`src/rtl/alu_arbiter.sv`:
```
// ---------------------------------------------------------------------------
// alu_arbiter
//   Shares one combinational ALU between two requesters. Only one operation
//   is in flight at a time: it is accepted, then executed for one cycle on the
//   ALU, then held as a registered response until the consumer takes it.
//
// Parameters
//   FIXED_PRIORITY : 1 = requester 0 always wins contention, 0 = round-robin.
//
// Ports
//   clk, resetn               : clock, synchronous active-low reset
//   reqK_valid / reqK_ready   : requester K handshake (K = 0, 1)
//   reqK_op_a/op_b/funct3/op_sign : operation of requester K
//   alu_execute, alu_op_a/op_b/funct3/op_sign : drive to the shared ALU
//   alu_result, alu_zero/negative/overflow    : results from the shared ALU
//   rsp_valid / rsp_ready     : response handshake
//   rsp_id, rsp_result, rsp_zero/negative/overflow : registered response
//   dbg_state_o               : current FSM state (IDLE=0, EXEC=1, RESP=2)
//
// Handshake: a transfer happens on a rising edge where valid and ready are
// both high. reqK_ready is a combinational function of the valids and the
// FSM state; valid may drop before ready, in which case nothing is captured.
// rsp_* stay stable while rsp_valid is high and rsp_ready is low.
// ---------------------------------------------------------------------------
module alu_arbiter #(
    parameter bit FIXED_PRIORITY = 1'b0
) (
    input  logic        clk,
    input  logic        resetn,

    input  logic        req0_valid,
    output logic        req0_ready,
    input  logic [31:0] req0_op_a,
    input  logic [31:0] req0_op_b,
    input  logic [2:0]  req0_funct3,
    input  logic        req0_op_sign,

    input  logic        req1_valid,
    output logic        req1_ready,
    input  logic [31:0] req1_op_a,
    input  logic [31:0] req1_op_b,
    input  logic [2:0]  req1_funct3,
    input  logic        req1_op_sign,

    output logic        alu_execute,
    output logic [31:0] alu_op_a,
    output logic [31:0] alu_op_b,
    output logic [2:0]  alu_funct3,
    output logic        alu_op_sign,
    input  logic [31:0] alu_result,
    input  logic        alu_zero,
    input  logic        alu_negative,
    input  logic        alu_overflow,

    output logic        rsp_valid,
    input  logic        rsp_ready,
    output logic        rsp_id,
    output logic [31:0] rsp_result,
    output logic        rsp_zero,
    output logic        rsp_negative,
    output logic        rsp_overflow,

    output logic [1:0]  dbg_state_o
);

    typedef enum logic [1:0] {
        IDLE = 2'd0,
        EXEC = 2'd1,
        RESP = 2'd2
    } state_t;

    state_t      state_q, state_d;
    logic        last_grant_q;
    logic [31:0] op_a_q, op_b_q;
    logic [2:0]  funct3_q;
    logic        op_sign_q;
    logic        id_q;

    logic        accept_win;
    logic        sel;
    logic        grant;

    // Grant selection and next-state logic.
    always_comb begin
        accept_win = 1'b0;
        sel        = 1'b0;
        req0_ready = 1'b0;
        req1_ready = 1'b0;
        grant      = 1'b0;
        state_d    = state_q;

        // A new operation may only enter when the slot is empty or is being
        // emptied this very cycle.
        accept_win = resetn &&
                     ((state_q == IDLE) || ((state_q == RESP) && rsp_ready));

        if (req0_valid && req1_valid) begin
            sel = FIXED_PRIORITY ? 1'b0 : ~last_grant_q;
        end else begin
            sel = req1_valid;
        end

        req0_ready = accept_win && req0_valid && !sel;
        req1_ready = accept_win && req1_valid &&  sel;
        grant      = req0_ready || req1_ready;

        case (state_q)
            IDLE:    if (grant) state_d = EXEC;
            EXEC:    state_d = RESP;
            RESP: begin
                if (rsp_ready) state_d = grant ? EXEC : IDLE;
            end
            default: state_d = IDLE;
        endcase
    end

    always_ff @(posedge clk) begin
        if (!resetn) begin
            state_q      <= IDLE;
            last_grant_q <= 1'b1;
            op_a_q       <= '0;
            op_b_q       <= '0;
            funct3_q     <= '0;
            op_sign_q    <= 1'b0;
            id_q         <= 1'b0;
            rsp_id       <= 1'b0;
            rsp_result   <= '0;
            rsp_zero     <= 1'b0;
            rsp_negative <= 1'b0;
            rsp_overflow <= 1'b0;
        end else begin
            state_q <= state_d;
            if (grant) begin
                last_grant_q <= sel;
                id_q         <= sel;
                op_a_q       <= sel ? req1_op_a    : req0_op_a;
                op_b_q       <= sel ? req1_op_b    : req0_op_b;
                funct3_q     <= sel ? req1_funct3  : req0_funct3;
                op_sign_q    <= sel ? req1_op_sign : req0_op_sign;
            end
            if (state_q == EXEC) begin
                rsp_id       <= id_q;
                rsp_result   <= alu_result;
                rsp_zero     <= alu_zero;
                rsp_negative <= alu_negative;
                rsp_overflow <= alu_overflow;
            end
        end
    end

    // The ALU buses always show the captured operation, so they hold their
    // last value outside EXEC; only the enable is qualified.
    assign alu_execute = resetn && (state_q == EXEC);
    assign alu_op_a    = op_a_q;
    assign alu_op_b    = op_b_q;
    assign alu_funct3  = funct3_q;
    assign alu_op_sign = op_sign_q;

    assign rsp_valid   = (state_q == RESP);
    assign dbg_state_o = state_q;

endmodule

```
`config.mk`:
```
export PLATFORM = sky130hd
export DESIGN_NAME = alu_arbiter
export DESIGN_NICKNAME = d
export VERILOG_FILES = /design/src/rtl/alu_arbiter.sv
export SDC_FILE = /design/constraint.sdc
export NUM_CORES = 1
export LEC_CHECK = 0
export ABC_AREA = 1
export CAP_MARGIN = 15
export CORE_ASPECT_RATIO = 1.2
export CORE_MARGIN = 2
export CORE_UTILIZATION = 39
export CTS_BUF_LIST = sky130_fd_sc_hd__clkbuf_16
export CTS_CLUSTER_SIZE = 12
export DETAILED_ROUTE_END_ITERATION = 16
export HOLD_SLACK_MARGIN = 0.03
export PLACE_DENSITY_LB_ADDON = 0.2
export SLEW_MARGIN = 0
export SYNTH_ARGS = -nofsm -noshare
export SYNTH_HDL_FRONTEND = slang
export SYNTH_SLANG_ARGS = --single-unit
```
`constraint.sdc`:
```
create_clock -name clk -period 2.6 [get_ports clk]
set_input_delay 0.78 -clock clk [delete_from_list [all_inputs] [get_ports clk]]
set_output_delay 0.78 -clock clk [all_outputs]
set_load 0.05 [all_outputs]
```
==> metrics.csv <==
stage;metric;value;unit
global_route;via_count_of_the_first_global_routing_pass;5215;
synthesis;synth_fp_nets;1017;
worst_setup_path;crit_slowest_cell;sky130_fd_sc_hd__clkdlybuf4s50_1;
detailed_routing;via_per_inst;4.52;
synthesis;synth_top_family_by_area;simple AND/OR/NAND/NOR gates;
cts;clkSlewWorstSetupHoldPaths;0.07;ns
sta;final.hold.worst_slack;0.459;ns
cts;tritoncts.num_buffers;9;
die;row_count;45;
cells_and_area;layout.nets;1276;
die;ios;286;
die;initial_utilization;40.1;%
power_and_ir_drop;clock_power_share;29.3;%
sta;finalWorstPathRequiredPeriod;2.48;ns
power_and_ir_drop;combinationalPowerShare;34.8;%
detailed_routing;via_count;5736;
sta;maxClockFrequency;403;MHz
synthesis;synth-compound-area-share;3.94;%
outcome;run_status;finished, final reports clean;
cts;worst_skew_pair.late_latency;0.35;ns
global_route;wire_length_of_the_first_global_routing_pass;25100;um
die;die_w;108;um
power_and_ir_drop;seqPwrFrac;36.0;%
place;place.detailed.instances;1251;
worst_setup_path;path_class;register to output pin;
detailed_routing;drc_errors;0;
cells_and_area;post-route-cell-area;8460;sq um
detailed_routing;drt-initial-drc-count;273;
place;hpwl;11600;um
min_path;worstHoldPathType;register to register;
power_and_ir_drop;power.switching;0.00180;W
synthesis;synth_cell_types;16;
global_route;global_route.overflow_total;0;
run;timing.max_cap.violations;0;
detailed_routing;routedWlPerCell;12.8;um
power_and_ir_drop;cellPowerDensity;625;nW/um^2
detailed_routing;postRouteAntennaNets;0;
worst_setup_path;worstSetupEndpointType;output pin;
synthesis;netlist_area;5070;sq um
place;port_buffers;285;
cells_and_area;area.sequential;2160;sq um
detailed_routing;firstDrtPassIters;6;
place;post_dp_cell_area;8100;sq um
worst_setup_path;timing.critical_path.from_type;register;
worst_setup_path;worst-endpoint-arrival;1.70;ns
synthesis;synth-warning-count;0;
cells_and_area;final-instance-count-excl-fill;1270;
power_and_ir_drop;swShare;34.1;%
worst_setup_path;critical_path_required;1.82;ns
worst_setup_path;path_delay_family;buffers and inverters;
power_and_ir_drop;internal_power_contribution;0.00348;W
sta;max-slew-margin-rel;51.6;%
worst_setup_path;worstPathBufferInverterCount;2;
sta;final-setup-viol-count;0;
cells_and_area;multiInputGateArea;2430;sq um
worst_setup_path;cp_cell_sequence;inv_1, nor2_1, clkdlybuf4s50_1;
cells_and_area;syn_to_final_growth;66.8;%
cells_and_area;layout.cells.most_common;sky130_fd_sc_hd__clkdlybuf4s50_1;
cells_and_area;final_layout_size_suffix_gt1_share;3.98;%
cts;cts_tree;built;
power_and_ir_drop;p_leak;4.00;nW
synthesis;synthXorXnorAreaFrac;0;%
global_route;grt_max_degree;71;
global_route;global_route_usage_over_all_layers;22.6;%
cells_and_area;post-route-util;66.8;%
sta;rsz_0062_raised_after_global_routing;no;
power_and_ir_drop;peak_ir_drop_on_the_vdd_network;351;uV
cts;tritoncts_num_sinks;108;
synthesis;synth-seq-cells;108;
cells_and_area;commonest_cells_after_routing_fill_and_taps_aside;sky130_fd_sc_hd__clkdlybuf4s50_1 (279), sky130_fd_sc_hd__nand2_1 (278), sky130_fd_sc_hd__nor2_1 (212);
die;core_area;12700;sq um
synthesis;yosys-mux-area-fraction;0;%
synthesis;synth_seq_area_share;42.6;%
sta;report.final.hold_viol_count;0;
die;design.die.area;13900;sq um
cts;cts_h_tree_depth;3;
cts;cts_hold_buf;0;
synthesis;synth.avg_cell_area;6.03;sq um
synthesis;synth-adder-area-share;0;%
cts;ctsLongestPathBuffers;2;
die;die-height;129;um
synthesis;mapped_cells;841;
sta;fin_crit_share;95.4;%
global_route;grt_antenna_before_repair;2;
sta;drv_slew;0;
synthesis;yosys.area_share.simple;43.4;%
sta;worst_clock_skew;0.00759;ns
worst_setup_path;worst_path_largest_cell_delay;0.84;ns
place;gp_congestion;0.782;
worst_setup_path;crit_fanout;3;
sta;tightestPinTransition;0.727;ns
detailed_routing;totalWireLength;16200;um
cells_and_area;nFillCells;1178;
cts;clock_tree_root;sky130_fd_sc_hd__clkbuf_16;
-- logic make-up (layout without fill, tap and decap cells) --
group / Yosys count / after routing
simple gates: 564 / 564
compound gates: 39 / 39
flops: 108 / 108
buf+inv: 130 / 394
other cells: 0 / 1
-- registers in the layout, summed over array words and instances, names as in the netlist --
name	flops
alu_op_a	32
alu_op_b	32
rsp_result	32
alu_funct3	3
dbg_state_o	2
alu_op_sign	1
id_q	1
last_grant_q	1
rsp_id	1
rsp_negative	1
rsp_overflow	1
rsp_zero	1
-- repair_timing --
| action | CTS | global route |
|---|---|---|
| setup buffers | 2 | 0 |
| setup endpoints to repair | 2 | 2 |
| resized for setup | 3 | 2 |
| pin swaps | 2 | 0 |
-- power by group through the flow --
stage / combinational [W] / clock, W / sequential [W]
final: 0.00184 / 0.00155 / 0.00190
after detailed placement: 0.00184 / 0 / 0.00194
after floorplan: 0.000534 / 0 / 0.00250
after global routing: 0.00199 / 0.00163 / 0.00192
after global placement: 0.00183 / 0 / 0.00193
after CTS: 0.00185 / 0.00158 / 0.00190
-- final timing paths --
kind | startpoint | end | slack, ns | cells past startpoint
setup / recovery | dbg_state_o[1]$_SDFFE_PN0P_ | rsp_valid | 0.12 | 3
hold / removal | id_q$_SDFFE_PN0P_ | id_q$_SDFFE_PN0P_ | 0.46 | 2
setup reg to reg | dbg_state_o[1]$_SDFFE_PN0P_ | rsp_result[24]$_SDFFE_PN0N_ | 0.70 | 6
hold reg to reg | id_q$_SDFFE_PN0P_ | id_q$_SDFFE_PN0P_ | 0.46 | 2
-- stage by stage --
step	setup slack (ns)	TNS, ns	power [W]
2_1_floorplan	0.0291	0	0.00304
6_report	0.121	0	0.00529
3_5_place_dp	-0.00637	-0.0162	0.00378
3_3_place_gp	0.0206	0	0.00376
4_1_cts	0.0291	0	0.00534
5_1_grt	0.0449	0	0.00554
-- final cells by class --
class | count | area share, %
flip-flops and latches | 108 | 25.5
multi-input cells | 603 | 28.7
inverters | 76 | 3.40
repair buffers | 302 | 35.8
clock inverters | 7 | 1.36
clock buffers | 9 | 2.66
diodes | 1 | 0.0296
well taps | 164 | 2.42
-- synth_stat cells --
library cell,count,area (sq um)
sky130_fd_sc_hd__o22ai_1,1,6.26
sky130_fd_sc_hd__a21oi_1,1,5.00
sky130_fd_sc_hd__inv_1,74,278
sky130_fd_sc_hd__nor2_1,214,803
sky130_fd_sc_hd__o21ai_1,3,15.0
sky130_fd_sc_hd__inv_2,1,3.75
sky130_fd_sc_hd__o21ai_0,33,165
sky130_fd_sc_hd__buf_2,10,50.1
sky130_fd_sc_hd__nand3_1,70,350
sky130_fd_sc_hd__nand2_1,280,1050
sky130_fd_sc_hd__clkbuf_1,37,139
sky130_fd_sc_hd__buf_4,2,15.0
sky130_fd_sc_hd__dfxtp_1,108,2160
sky130_fd_sc_hd__buf_1,5,18.8
sky130_fd_sc_hd__clkinv_1,1,3.75
sky130_fd_sc_hd__o21ai_2,1,8.76
-- metal layers --
layer  GRT usage, %  part of all wire [%]
met2           41.7                    51
met4           9.43                   2.7
met5              0                 0.068
met3           6.38                   8.2
met1           24.0                    38
-- worst register-to-register path: stages, from the launching register on --
cell and delay [ns]:
sky130_fd_sc_hd__dfxtp_1 0.35, sky130_fd_sc_hd__inv_1 0.08, sky130_fd_sc_hd__nand2_1 0.29, sky130_fd_sc_hd__clkinv_1 0.52, sky130_fd_sc_hd__buf_4 0.39, sky130_fd_sc_hd__nor2_1 0.11
sky130_fd_sc_hd__nor2_1 0.05
Note: power is estimated with default switching activity, not from simulation.
